<file path="config.mk">
export PLATFORM = sky130hd
export DESIGN_NAME = imuldiv_div_requester
export DESIGN_NICKNAME = d
export VERILOG_FILES = /design/src/rtl/imuldiv_div_requester_pkg.sv /design/src/rtl/imuldiv_div_requester_tag_fifo.sv /design/src/rtl/imuldiv_div_requester.sv
export SDC_FILE = /design/constraint.sdc
export NUM_CORES = 1
export LEC_CHECK = 0
export CORE_MARGIN = 4
export CORE_UTILIZATION = 42
export DETAILED_ROUTE_END_ITERATION = 7
export PLACE_DENSITY_LB_ADDON = 0.1
export SLEW_MARGIN = 20
export SYNTH_ARGS = -nofsm -noshare
export SYNTH_HDL_FRONTEND = slang
export SYNTH_SLANG_ARGS = --single-unit
</file>
<file path="constraint.sdc">
create_clock -name clk -period 5.9 [get_ports clk]
set_input_delay 1.475 -clock clk [delete_from_list [all_inputs] [get_ports clk]]
set_output_delay 1.475 -clock clk [all_outputs]
set_load 0.02 [all_outputs]
</file>
<file path="src/rtl/imuldiv_div_requester_pkg.sv">
// Shared constants and helpers for the divide requester: divider response
// field positions, function codes and the divreq message packing.
package imuldiv_div_requester_pkg;

    localparam int REM_HI = 63;
    localparam int REM_LO = 32;
    localparam int QUO_HI = 31;
    localparam int QUO_LO = 0;

    localparam logic FN_SIGNED   = 1'b1;
    localparam logic FN_UNSIGNED = 1'b0;

    localparam int DIVREQ_W = 65;

    // divreq message is packed as {fn, a, b}
    function automatic logic [DIVREQ_W-1:0] pack_divreq(
        input logic        fn,
        input logic [31:0] a,
        input logic [31:0] b
    );
        return {fn, a, b};
    endfunction

    function automatic logic [31:0] select_result(
        input logic [63:0] result,
        input logic        rem
    );
        logic [31:0] sel;
        if (rem) begin
            sel = result[REM_HI:REM_LO];
        end else begin
            sel = result[QUO_HI:QUO_LO];
        end
        return sel;
    endfunction

endpackage

</file>
<file path="src/rtl/imuldiv_div_requester_tag_fifo.sv">
// Parameterised-depth synchronous FIFO holding {rem, tag} for each divide
// request in flight; count/full/empty exposed for issue throttling.
module imuldiv_tag_fifo #(
    parameter int DEPTH = 2,
    parameter int W     = 6
) (
    input  logic                       clk,
    input  logic                       reset,
    input  logic                       push,
    input  logic [W-1:0]               push_data,
    input  logic                       pop,
    output logic [W-1:0]               head,
    output logic                       full,
    output logic                       empty,
    output logic [$clog2(DEPTH):0]     count
);
    import imuldiv_div_requester_pkg::*;

    localparam int CNT_W = $clog2(DEPTH) + 1;
    localparam int PTR_W = (DEPTH > 1) ? $clog2(DEPTH) : 1;

    logic [W-1:0]     mem_q [DEPTH];
    logic [W-1:0]     mem_d [DEPTH];
    logic [PTR_W-1:0] wr_ptr_q, wr_ptr_d;
    logic [PTR_W-1:0] rd_ptr_q, rd_ptr_d;
    logic [CNT_W-1:0] count_q, count_d;
    logic             do_push_s;
    logic             do_pop_s;

    function automatic logic [PTR_W-1:0] ptr_inc(input logic [PTR_W-1:0] p);
        logic [PTR_W-1:0] n;
        if (p == PTR_W'(DEPTH - 1)) begin
            n = {PTR_W{1'b0}};
        end else begin
            n = p + PTR_W'(1);
        end
        return n;
    endfunction

    assign full  = (count_q == CNT_W'(DEPTH));
    assign empty = (count_q == {CNT_W{1'b0}});
    assign count = count_q;
    assign head  = mem_q[rd_ptr_q];

    // A push into a full FIFO is legal only when a pop frees the slot this cycle
    assign do_push_s = push && (!full || pop);
    assign do_pop_s  = pop && !empty;

    // Next-state for pointers, occupancy and storage
    always_comb begin
        wr_ptr_d = wr_ptr_q;
        rd_ptr_d = rd_ptr_q;
        count_d  = count_q;
        mem_d    = mem_q;
        if (do_push_s) begin
            mem_d[wr_ptr_q] = push_data;
            wr_ptr_d        = ptr_inc(wr_ptr_q);
        end else begin
            wr_ptr_d = wr_ptr_q;
        end
        if (do_pop_s) begin
            rd_ptr_d = ptr_inc(rd_ptr_q);
        end else begin
            rd_ptr_d = rd_ptr_q;
        end
        case ({do_push_s, do_pop_s})
            2'b10:   count_d = count_q + CNT_W'(1);
            2'b01:   count_d = count_q - CNT_W'(1);
            default: count_d = count_q;
        endcase
    end

    // FIFO state registers
    always_ff @(posedge clk or posedge reset) begin
        if (reset) begin
            wr_ptr_q <= {PTR_W{1'b0}};
            rd_ptr_q <= {PTR_W{1'b0}};
            count_q  <= {CNT_W{1'b0}};
            for (int i = 0; i < DEPTH; i++) begin
                mem_q[i] <= {W{1'b0}};
            end
        end else begin
            wr_ptr_q <= wr_ptr_d;
            rd_ptr_q <= rd_ptr_d;
            count_q  <= count_d;
            mem_q    <= mem_d;
        end
    end

endmodule

</file>
<file path="src/rtl/imuldiv_div_requester.sv">
// Pipeline-side client of the iterative divider: registers tagged commands,
// issues divreq, tracks in-flight tags and retires selected results.
module imuldiv_div_requester
    import imuldiv_div_requester_pkg::*;
#(
    parameter int TAG_W   = 5,
    parameter int MAX_OUT = 2
) (
    input  logic             clk,
    input  logic             reset,
    input  logic             cmd_val,
    output logic             cmd_rdy,
    input  logic             cmd_fn,
    input  logic             cmd_rem,
    input  logic [31:0]      cmd_a,
    input  logic [31:0]      cmd_b,
    input  logic [TAG_W-1:0] cmd_tag,
    output logic             divreq_msg_fn,
    output logic [31:0]      divreq_msg_a,
    output logic [31:0]      divreq_msg_b,
    output logic             divreq_val,
    input  logic             divreq_rdy,
    input  logic [63:0]      divresp_msg_result,
    input  logic             divresp_val,
    output logic             divresp_rdy,
    output logic             wb_val,
    input  logic             wb_rdy,
    output logic [31:0]      wb_data,
    output logic [TAG_W-1:0] wb_tag,
    output logic             err
);

    localparam int CNT_W = $clog2(MAX_OUT) + 1;
    localparam int FW    = TAG_W + 1;

    logic             req_full_q, req_full_d;
    logic             req_fn_q,   req_fn_d;
    logic             req_rem_q,  req_rem_d;
    logic [31:0]      req_a_q,    req_a_d;
    logic [31:0]      req_b_q,    req_b_d;
    logic [TAG_W-1:0] req_tag_q,  req_tag_d;

    logic             wb_full_q,  wb_full_d;
    logic [31:0]      wb_data_q,  wb_data_d;
    logic [TAG_W-1:0] wb_tag_q,   wb_tag_d;
    logic             err_q,      err_d;

    logic             cmd_fire_s;
    logic             req_fire_s;
    logic             resp_fire_s;
    logic             fifo_can_push_s;
    logic             divreq_val_s;
    logic [FW-1:0]    fifo_head_s;
    logic             fifo_full_s;
    logic             fifo_empty_s;
    logic [CNT_W-1:0] fifo_count_s;

    // Issue is throttled only by registered state, so cmd_val never reaches divreq_val
    assign divreq_val_s    = req_full_q && (fifo_count_s < CNT_W'(MAX_OUT));
    assign req_fire_s      = divreq_val_s && divreq_rdy;
    assign resp_fire_s     = divresp_val && divresp_rdy;
    assign fifo_can_push_s = (fifo_count_s < CNT_W'(MAX_OUT)) || resp_fire_s;
    assign cmd_rdy         = !req_full_q || (req_fire_s && fifo_can_push_s);
    assign cmd_fire_s      = cmd_val && cmd_rdy;
    assign divresp_rdy     = !wb_full_q || wb_rdy;

    assign divreq_val = divreq_val_s;
    assign {divreq_msg_fn, divreq_msg_a, divreq_msg_b} = pack_divreq(req_fn_q, req_a_q, req_b_q);

    assign wb_val  = wb_full_q;
    assign wb_data = wb_data_q;
    assign wb_tag  = wb_tag_q;
    assign err     = err_q;

    imuldiv_tag_fifo #(
        .DEPTH (MAX_OUT),
        .W     (FW)
    ) u_tag_fifo (
        .clk       (clk),
        .reset     (reset),
        .push      (req_fire_s),
        .push_data ({req_rem_q, req_tag_q}),
        .pop       (resp_fire_s),
        .head      (fifo_head_s),
        .full      (fifo_full_s),
        .empty     (fifo_empty_s),
        .count     (fifo_count_s)
    );

    // Request register: load on command fire, drain on request fire
    always_comb begin
        req_full_d = req_full_q;
        req_fn_d   = req_fn_q;
        req_rem_d  = req_rem_q;
        req_a_d    = req_a_q;
        req_b_d    = req_b_q;
        req_tag_d  = req_tag_q;
        if (cmd_fire_s) begin
            req_full_d = 1'b1;
            req_fn_d   = cmd_fn;
            req_rem_d  = cmd_rem;
            req_a_d    = cmd_a;
            req_b_d    = cmd_b;
            req_tag_d  = cmd_tag;
        end else if (req_fire_s) begin
            req_full_d = 1'b0;
        end else begin
            req_full_d = req_full_q;
        end
    end

    // Writeback register; an unexpected response retires tag 0 with the quotient
    always_comb begin
        wb_full_d = wb_full_q;
        wb_data_d = wb_data_q;
        wb_tag_d  = wb_tag_q;
        err_d     = err_q;
        if (resp_fire_s) begin
            wb_full_d = 1'b1;
            if (fifo_empty_s) begin
                wb_data_d = divresp_msg_result[QUO_HI:QUO_LO];
                wb_tag_d  = {TAG_W{1'b0}};
                err_d     = 1'b1;
            end else begin
                wb_data_d = select_result(divresp_msg_result, fifo_head_s[FW-1]);
                wb_tag_d  = fifo_head_s[TAG_W-1:0];
            end
        end else if (wb_full_q && wb_rdy) begin
            wb_full_d = 1'b0;
        end else begin
            wb_full_d = wb_full_q;
        end
    end

    // State registers
    always_ff @(posedge clk or posedge reset) begin
        if (reset) begin
            req_full_q <= 1'b0;
            req_fn_q   <= FN_UNSIGNED;
            req_rem_q  <= 1'b0;
            req_a_q    <= 32'h0000_0000;
            req_b_q    <= 32'h0000_0000;
            req_tag_q  <= {TAG_W{1'b0}};
            wb_full_q  <= 1'b0;
            wb_data_q  <= 32'h0000_0000;
            wb_tag_q   <= {TAG_W{1'b0}};
            err_q      <= 1'b0;
        end else begin
            req_full_q <= req_full_d;
            req_fn_q   <= req_fn_d;
            req_rem_q  <= req_rem_d;
            req_a_q    <= req_a_d;
            req_b_q    <= req_b_d;
            req_tag_q  <= req_tag_d;
            wb_full_q  <= wb_full_d;
            wb_data_q  <= wb_data_d;
            wb_tag_q   <= wb_tag_d;
            err_q      <= err_d;
        end
    end

endmodule

</file>
==> results of run 1 <==
[worst min path at each step]
stage	start	end	depth (start not counted)
after global placement	err	err	1
after floorplan	req_rem_q	req_rem_q	1
after global routing	err	err	1
final	err	err	1
after CTS	err	err	1
after detailed placement	err	err	1
[per-layer routing]
| metal | up-vias | track usage, % | routed length (um) |
|---|---|---|---|
| met2 | 196 | 34.0 | 7440 |
| met4 | 0 | 9.99 | 467 |
| li1 | 1968 | - | - |
| met3 | 31 | 8.72 | 1670 |
| met5 | - | 0 | 0 |
| met1 | 2092 | 24.7 | 5620 |
[worst max-delay path, stage by stage]
cell	delay [ps]
sky130_fd_sc_hd__clkdlybuf4s50_1	570
sky130_fd_sc_hd__nand2b_4	80
sky130_fd_sc_hd__nand2_1	80
sky130_fd_sc_hd__clkdlybuf4s50_1	600
[cell type report]
cell class | instances | area (um^2) | area share (%)
flip-flops and latches | 127 | 3180 | 37.5
repair buffers | 255 | 2560 | 30.3
multi-input cells | 245 | 1990 | 23.5
clock buffers | 22 | 454 | 5.36
well taps | 172 | 215 | 2.54
clock inverters | 8 | 67.6 | 0.797
inverters | 2 | 10.0 | 0.118
[sequential cells by signal (all words and copies together) (netlist names)]
register and cells:
divreq_msg_a 32, divreq_msg_b 32, divreq_msg_fn 1, err 1, req_full_q 1, req_rem_q 1, req_tag_q 5, u_tag_fifo.count 2
u_tag_fifo.mem_q 12, u_tag_fifo.rd_ptr_q 1, u_tag_fifo.wr_ptr_q 1, wb_data 32, wb_tag 5, wb_val 1
[Yosys cell counts (4+ instances only)]
master	number
sky130_fd_sc_hd__o21ai_0	31
sky130_fd_sc_hd__dfrtp_1	127
sky130_fd_sc_hd__buf_2	6
sky130_fd_sc_hd__a21oi_1	32
sky130_fd_sc_hd__buf_6	8
sky130_fd_sc_hd__nand3b_1	34
sky130_fd_sc_hd__a31oi_1	32
sky130_fd_sc_hd__xnor2_1	4
sky130_fd_sc_hd__mux2_2	81
sky130_fd_sc_hd__clkbuf_2	4
sky130_fd_sc_hd__clkbuf_1	14
sky130_fd_sc_hd__mux2i_1	6
sky130_fd_sc_hd__o2bb2ai_1	5
[cells by family (layout without fill, tap and decap cells)]
family	count (synthesis)	in the layout	synth area share, %
fa+ha+maj	1	1	0.233
compound gates	103	103	11.0
buf+inv	35	287	3.87
mux	90	90	18.7
xor+xnor	5	5	0.816
flops	127	127	59.2
simple gates	46	46	6.11
[power by group through the flow]
stage	clock network, W	logic, W	registers (W)
3_5_place_dp	0	0.00220	0.00154
2_1_floorplan	0	0.000805	0.00193
6_report	0.000933	0.00219	0.00153
4_1_cts	0.000954	0.00221	0.00154
5_1_grt	0.000996	0.00234	0.00159
3_3_place_gp	0	0.00216	0.00153
[stage by stage]
step	total power [W]	setup WS [ps]	utilization [%]	std cells
final	0.00465	1610	67.5	831
after detailed placement	0.00374	1620	63.1	800
after global routing	0.00493	1540	67.5	831
after global placement	0.00369	1630	63.1	800
after floorplan	0.00274	1040	-	407
after CTS	0.00470	1610	67.2	830
==> impl_summary.txt, run 1 <==
----------------------------------------------------
[Worst setup path]
  Kind of start point of the critical path ... input port
  Reg2reg setup slack ... 3810 ps
  Worst r2r src ... u_tag_fifo.count[1]
  Critical path class ... in2out
  Maximum fanout along the worst path ... 3
  Worst setup path start ... divreq_rdy
  Endpoint of the worst register-to-register path ... u_tag_fifo.count[1]
  Worst setup path endpoint ... cmd_rdy
  CP Data Required Time ... 4430 ps
  Length in cells of the worst reg-to-reg path ... 7
  Crit. End Element ... output pin
  Arrival time of the worst setup path ... 2810 ps

[STA]
  Max transition margin ... 50.4%
  Final Hold Slack ... 459 ps
  Final critical-path share of the clock period ... 72.7%
  Fin. Hold Viols ... 0
  Clock skew after layout ... 7.53 ps
  Final setup violation count ... 0
  Transition time at the pin with the least slew margin ... 744 ps
  Timing-limited maximum frequency ... 0.233 GHz
  Crit path time final ... 4290 ps
  Final Max Slew Viols ... 0
  Unrepaired setup endpoints after global routing ... false
  Setup TNS after final layout ... 0 ps

[Power and ir drop]
  Leakage power ... 3.37 nW
  Pwr per Cell Area ... 549 nW/um^2
  Portion of total power attributed to the clock network ... 20.1%
  Net Sw Frac ... 35.6%
  Combinational power share ... 47.0%
  Peak supply drop ... 0.334 mV
  Flop pwr share ... 32.9%
  NetSw ... 0.00166 W
  Internal power ... 0.00300 W

[GRT]
  Pin count of the biggest net entering global routing ... 67
  Number of global-route vias before repair ... 4541
  Remaining global-route overflow ... 0
  Total routing usage reported by global routing ... 21.2%
  Wire length of the first global-routing pass ... 24000 um
  Antenna violations before repair ... 0

[Final layout]
  Commonest cells after routing, fill and taps aside ... sky130_fd_sc_hd__clkdlybuf4s50_1 (247), sky130_fd_sc_hd__dfrtp_1 (127), sky130_fd_sc_hd__mux2_2 (81)
  Most common cell after layout, fill and taps aside ... sky130_fd_sc_hd__clkdlybuf4s50_1
  Fin nets ... 790
  Fraction of layout instances using a drive strength above 1 ... 18.5%
  Antenna cell count ... 0
  Area delta synth->final ... 58.0%
  Final standard cell area without fillers ... 8480 um^2
  Filler Cell Count ... 990

[Floorplanning]
  Number of rows in the core area ... 41
  Starting density of the core ... 42.7%
  Ports placed on the boundary ... 248
  Die width ... 121 um
  Floorplan die area ... 14600 um^2
  Placeable core region ... 12600 um^2
  Die extent in y ... 121 um

[Routing]
  Remaining antenna violation count ... 0
  Routed len/inst ... 18.3 um
  Number of DRC markers in iteration 0 ... 303
  DRC violations left ... 0
  DR vias/cell ... 5.16
  Number of detailed-routing iterations run before antenna repair ... 4
  Vias after detailed routing ... 4287
  Post-detailed-routing wire length ... 15200 um

[Synth]
  Top-area cell type share of the netlist area ... 59.2%
  Number of distinct library cell variants in the gate-level netlist after synthesis ... 29
  Post-Synthesis Net Count ... 549
  Top flip-flop cell by instance count after synthesis ... sky130_fd_sc_hd__dfrtp_1
  Async set-or-reset flop fraction in the synthesized netlist ... 100%
  Post-Syn Area ... 5370 um^2
  Gate count after technology mapping ... 407
  Post-Synthesis Mean Instance Area ... 13.2 um^2
  Sequential cell area fraction in the yosys report ... 59.2%
  Leading cell types by total area after synthesis ... sky130_fd_sc_hd__dfrtp_1 (59%), sky130_fd_sc_hd__mux2_2 (17%), sky130_fd_sc_hd__nand3b_1 (4.8%)
  Count of flip-flops with a built-in enable after synthesis ... 0
  Number of synthesized register bits ... 127
  Largest area contributor in the synthesized netlist ... sky130_fd_sc_hd__dfrtp_1
  Count of warnings emitted by yosys ... 0

[Placement]
  Instance area at placement ... 7930 um^2
  HPWL reported at the end of detailed placement ... 10600 um
  Last weighted congestion value of the routability-driven placer ... 0.753
  Number of buffers added on ports ... 247

[CTS]
  Cts repair resizes ... 0
  Cts-stage hold buffer count ... 0
  Clock buffer count from CTS ... 17
  Buffer type at the clock tree root ... sky130_fd_sc_hd__clkbuf_16
  Clock transition time at the flip-flop clock pins of the worst setup and hold paths ... 50 ps
  Worst-case clock buffer depth ... 2
  Number of buffers added for setup after CTS ... 0
  Clock tree from TritonCTS ... yes
  Number of clock sinks ... 127
  Later-pin clock latency in the skew report ... 410 ps
  Level count of the clock H-tree ... 4

[Status]
  Result of the run ... finished clean

[Flow run]
  Max-cap check violation count ... 0

[Worst hold path]
  Class of the tightest hold or removal check ... reg2reg

----------------------------------------------------
(Power assumes the default switching activity.)
==> run 2: changes to the inputs <==
CORE_UTILIZATION = 37   (was 42)
clock period = 3.9 ns   (was 5.9 ns; I/O delays follow)
==> run 2 against run 1 <==
Effect of this change:
- worst setup slack worse by 1000 ps
- sequential share of layout area shrank 0.25 points
- cell count is 1.1% higher
- total power increased by 53%
- largest power group unchanged
- critical endpoint unchanged
- largest cell class unchanged
==> impl_summary.txt, run 2 (synthesis gave the netlist of run 1 again) <==
----------------------------------------------------
[Placement]
  Instance area at placement ... 7980 um^2
  Number of buffers added on ports ... 247
  Last weighted congestion value of the routability-driven placer ... 0.818
  HPWL reported at the end of detailed placement ... 11200 um
  Pre-CTS setup slack ... 590 ps

[CTS]
  Level count of the clock H-tree ... 4
  Worst-case clock buffer depth ... 2
  Buffer type at the clock tree root ... sky130_fd_sc_hd__clkbuf_16
  Cts repair resizes ... 0
  Clock transition time at the flip-flop clock pins of the worst setup and hold paths ... 50 ps
  Clock buffer count from CTS ... 17
  Later-pin clock latency in the skew report ... 400 ps
  Number of buffers added for setup after CTS ... 0
  Number of clock sinks ... 127
  Clock tree from TritonCTS ... yes
  Cts-stage hold buffer count ... 0

[Worst hold path]
  Worst hold path depth ... 1
  Class of the tightest hold or removal check ... reg2reg

[Floorplanning]
  Ports placed on the boundary ... 248
  Die width ... 128 um
  Floorplan die area ... 16500 um^2
  Placeable core region ... 14000 um^2
  Number of rows in the core area ... 43
  Starting density of the core ... 38.2%
  Die extent in y ... 128 um

[Routing]
  DRC violations left ... 0
  Remaining antenna violation count ... 0
  Number of detailed-routing iterations run before antenna repair ... 4
  DR vias/cell ... 5.10
  Post-detailed-routing wire length ... 15700 um
  Vias after detailed routing ... 4282
  Routed len/inst ... 18.6 um
  Number of DRC markers in iteration 0 ... 286

[Worst setup path]
  Length in cells of the worst reg-to-reg path ... 7
  CP Data Required Time ... 2920 ps
  Top Family by Delay on Critical Path ... buffers and inverters
  Number of gates on the worst path with buffers counted ... 4
  Worst path buffer plus inverter count ... 2
  Critical Path Most Common Cell ... sky130_fd_sc_hd__clkdlybuf4s50_1
  Crit. End Element ... output pin
  Kind of start point of the critical path ... input port
  Critical path class ... in2out
  Max incr delay on CP ... 610 ps
  Chain of cells forming the critical path ... clkdlybuf4s50_1 > nand2b_4 > nand2_1 > clkdlybuf4s50_1
  Maximum fanout along the worst path ... 3
  Arrival time of the worst setup path ... 2330 ps
  Cell with the biggest individual delay on the critical path ... sky130_fd_sc_hd__clkdlybuf4s50_1

[STA]
  Transition time at the pin with the least slew margin ... 643 ps
  Setup TNS after final layout ... 0 ps
  Fin. Hold Viols ... 0
  Crit path time final ... 3300 ps
  Unrepaired setup endpoints after global routing ... false
  Final setup violation count ... 0
  Timing-limited maximum frequency ... 0.303 GHz
  Setup slack of the critical path after layout ... 599 ps
  Final critical-path share of the clock period ... 84.6%
  Final Max Slew Viols ... 0
  Clock skew after layout ... 8.79 ps
  Final Hold Slack ... 462 ps
  Max transition margin ... 57.1%

[GRT]
  Remaining global-route overflow ... 0
  Wire length of the first global-routing pass ... 24400 um
  Pin count of the biggest net entering global routing ... 66
  Antenna violations before repair ... 0
  Total routing usage reported by global routing ... 18.9%
  Number of global-route vias before repair ... 4420

[Flow run]
  Max-cap check violation count ... 0

[Power and ir drop]
  Peak supply drop ... 0.433 mV
  Pwr per Cell Area ... 833 nW/um^2
  Leakage power ... 3.38 nW

[Final layout]
  Fin nets ... 791
  Final standard cell area without fillers ... 8540 um^2
  Commonest cells after routing, fill and taps aside ... sky130_fd_sc_hd__clkdlybuf4s50_1 (247), sky130_fd_sc_hd__dfrtp_1 (127), sky130_fd_sc_hd__mux2_2 (81)
  Most common cell after layout, fill and taps aside ... sky130_fd_sc_hd__clkdlybuf4s50_1
  Filler Cell Count ... 1124
  Area delta synth->final ... 59.1%
  Antenna cell count ... 0
  Fraction of layout instances using a drive strength above 1 ... 18.5%
  Post-layout utilization of the core ... 60.8%

[Status]
  Result of the run ... finished clean

----------------------------------------------------
==> run 2: cell count changes in the layout (fill, tap and decap cells not counted), sizes merged <==
cell and change:
clkinvlp +1, clkinv -3, inv -1, clkbuf +3
buf +1
==> run 2: worst paths after layout <==
check,from,end,slack (ps)
max,divreq_rdy,cmd_rdy,600
min,err,err,460
max reg2reg,wb_val,u_tag_fifo.count[1],1930
min reg2reg,err,err,460
max in group asynchronous,reset,wb_data[30],2290
min in group asynchronous,reset,divreq_msg_b[19],900
==> run 2: per-layer routing <==
layer / GRT usage, % / part of all wire, % / vias to the layer above
met5: 0 / 0 / -
met4: 6.05 / 1.6 / 0
met3: 6.97 / 9.3 / 17
met2: 31.2 / 50 / 183
met1: 23.1 / 39 / 2124
li1: - / - / 1958
==> run 2: final cells by class <==
class,count,area (um^2),share of cell area (%)
Tap cell,180,225,2.64
Sequential cell,127,3180,37.2
Clock buffer,25,495,5.80
Clock inverter,5,56.3,0.660
Inverter,2,11.3,0.132
Timing Repair Buffer,256,2580,30.2
Multi-Input combinational cell,245,1990,23.3
==> run 2: power breakdown <==
group	switching, W	leakage, nW	internal [W]
combinational	0.00161	1.64	0.00169
sequential	0.000375	1.47	0.00196
clock	0.000536	0.269	0.000936
total	0.00252	3.38	0.00459
==> run 2: metrics by stage <==
step | total power [W] | std cells
3_5_place_dp | 0.00569 | 810
6_report | 0.00711 | 840
3_3_place_gp | 0.00561 | 810
4_1_cts | 0.00720 | 840
5_1_grt | 0.00753 | 840
2_1_floorplan | 0.00414 | 407
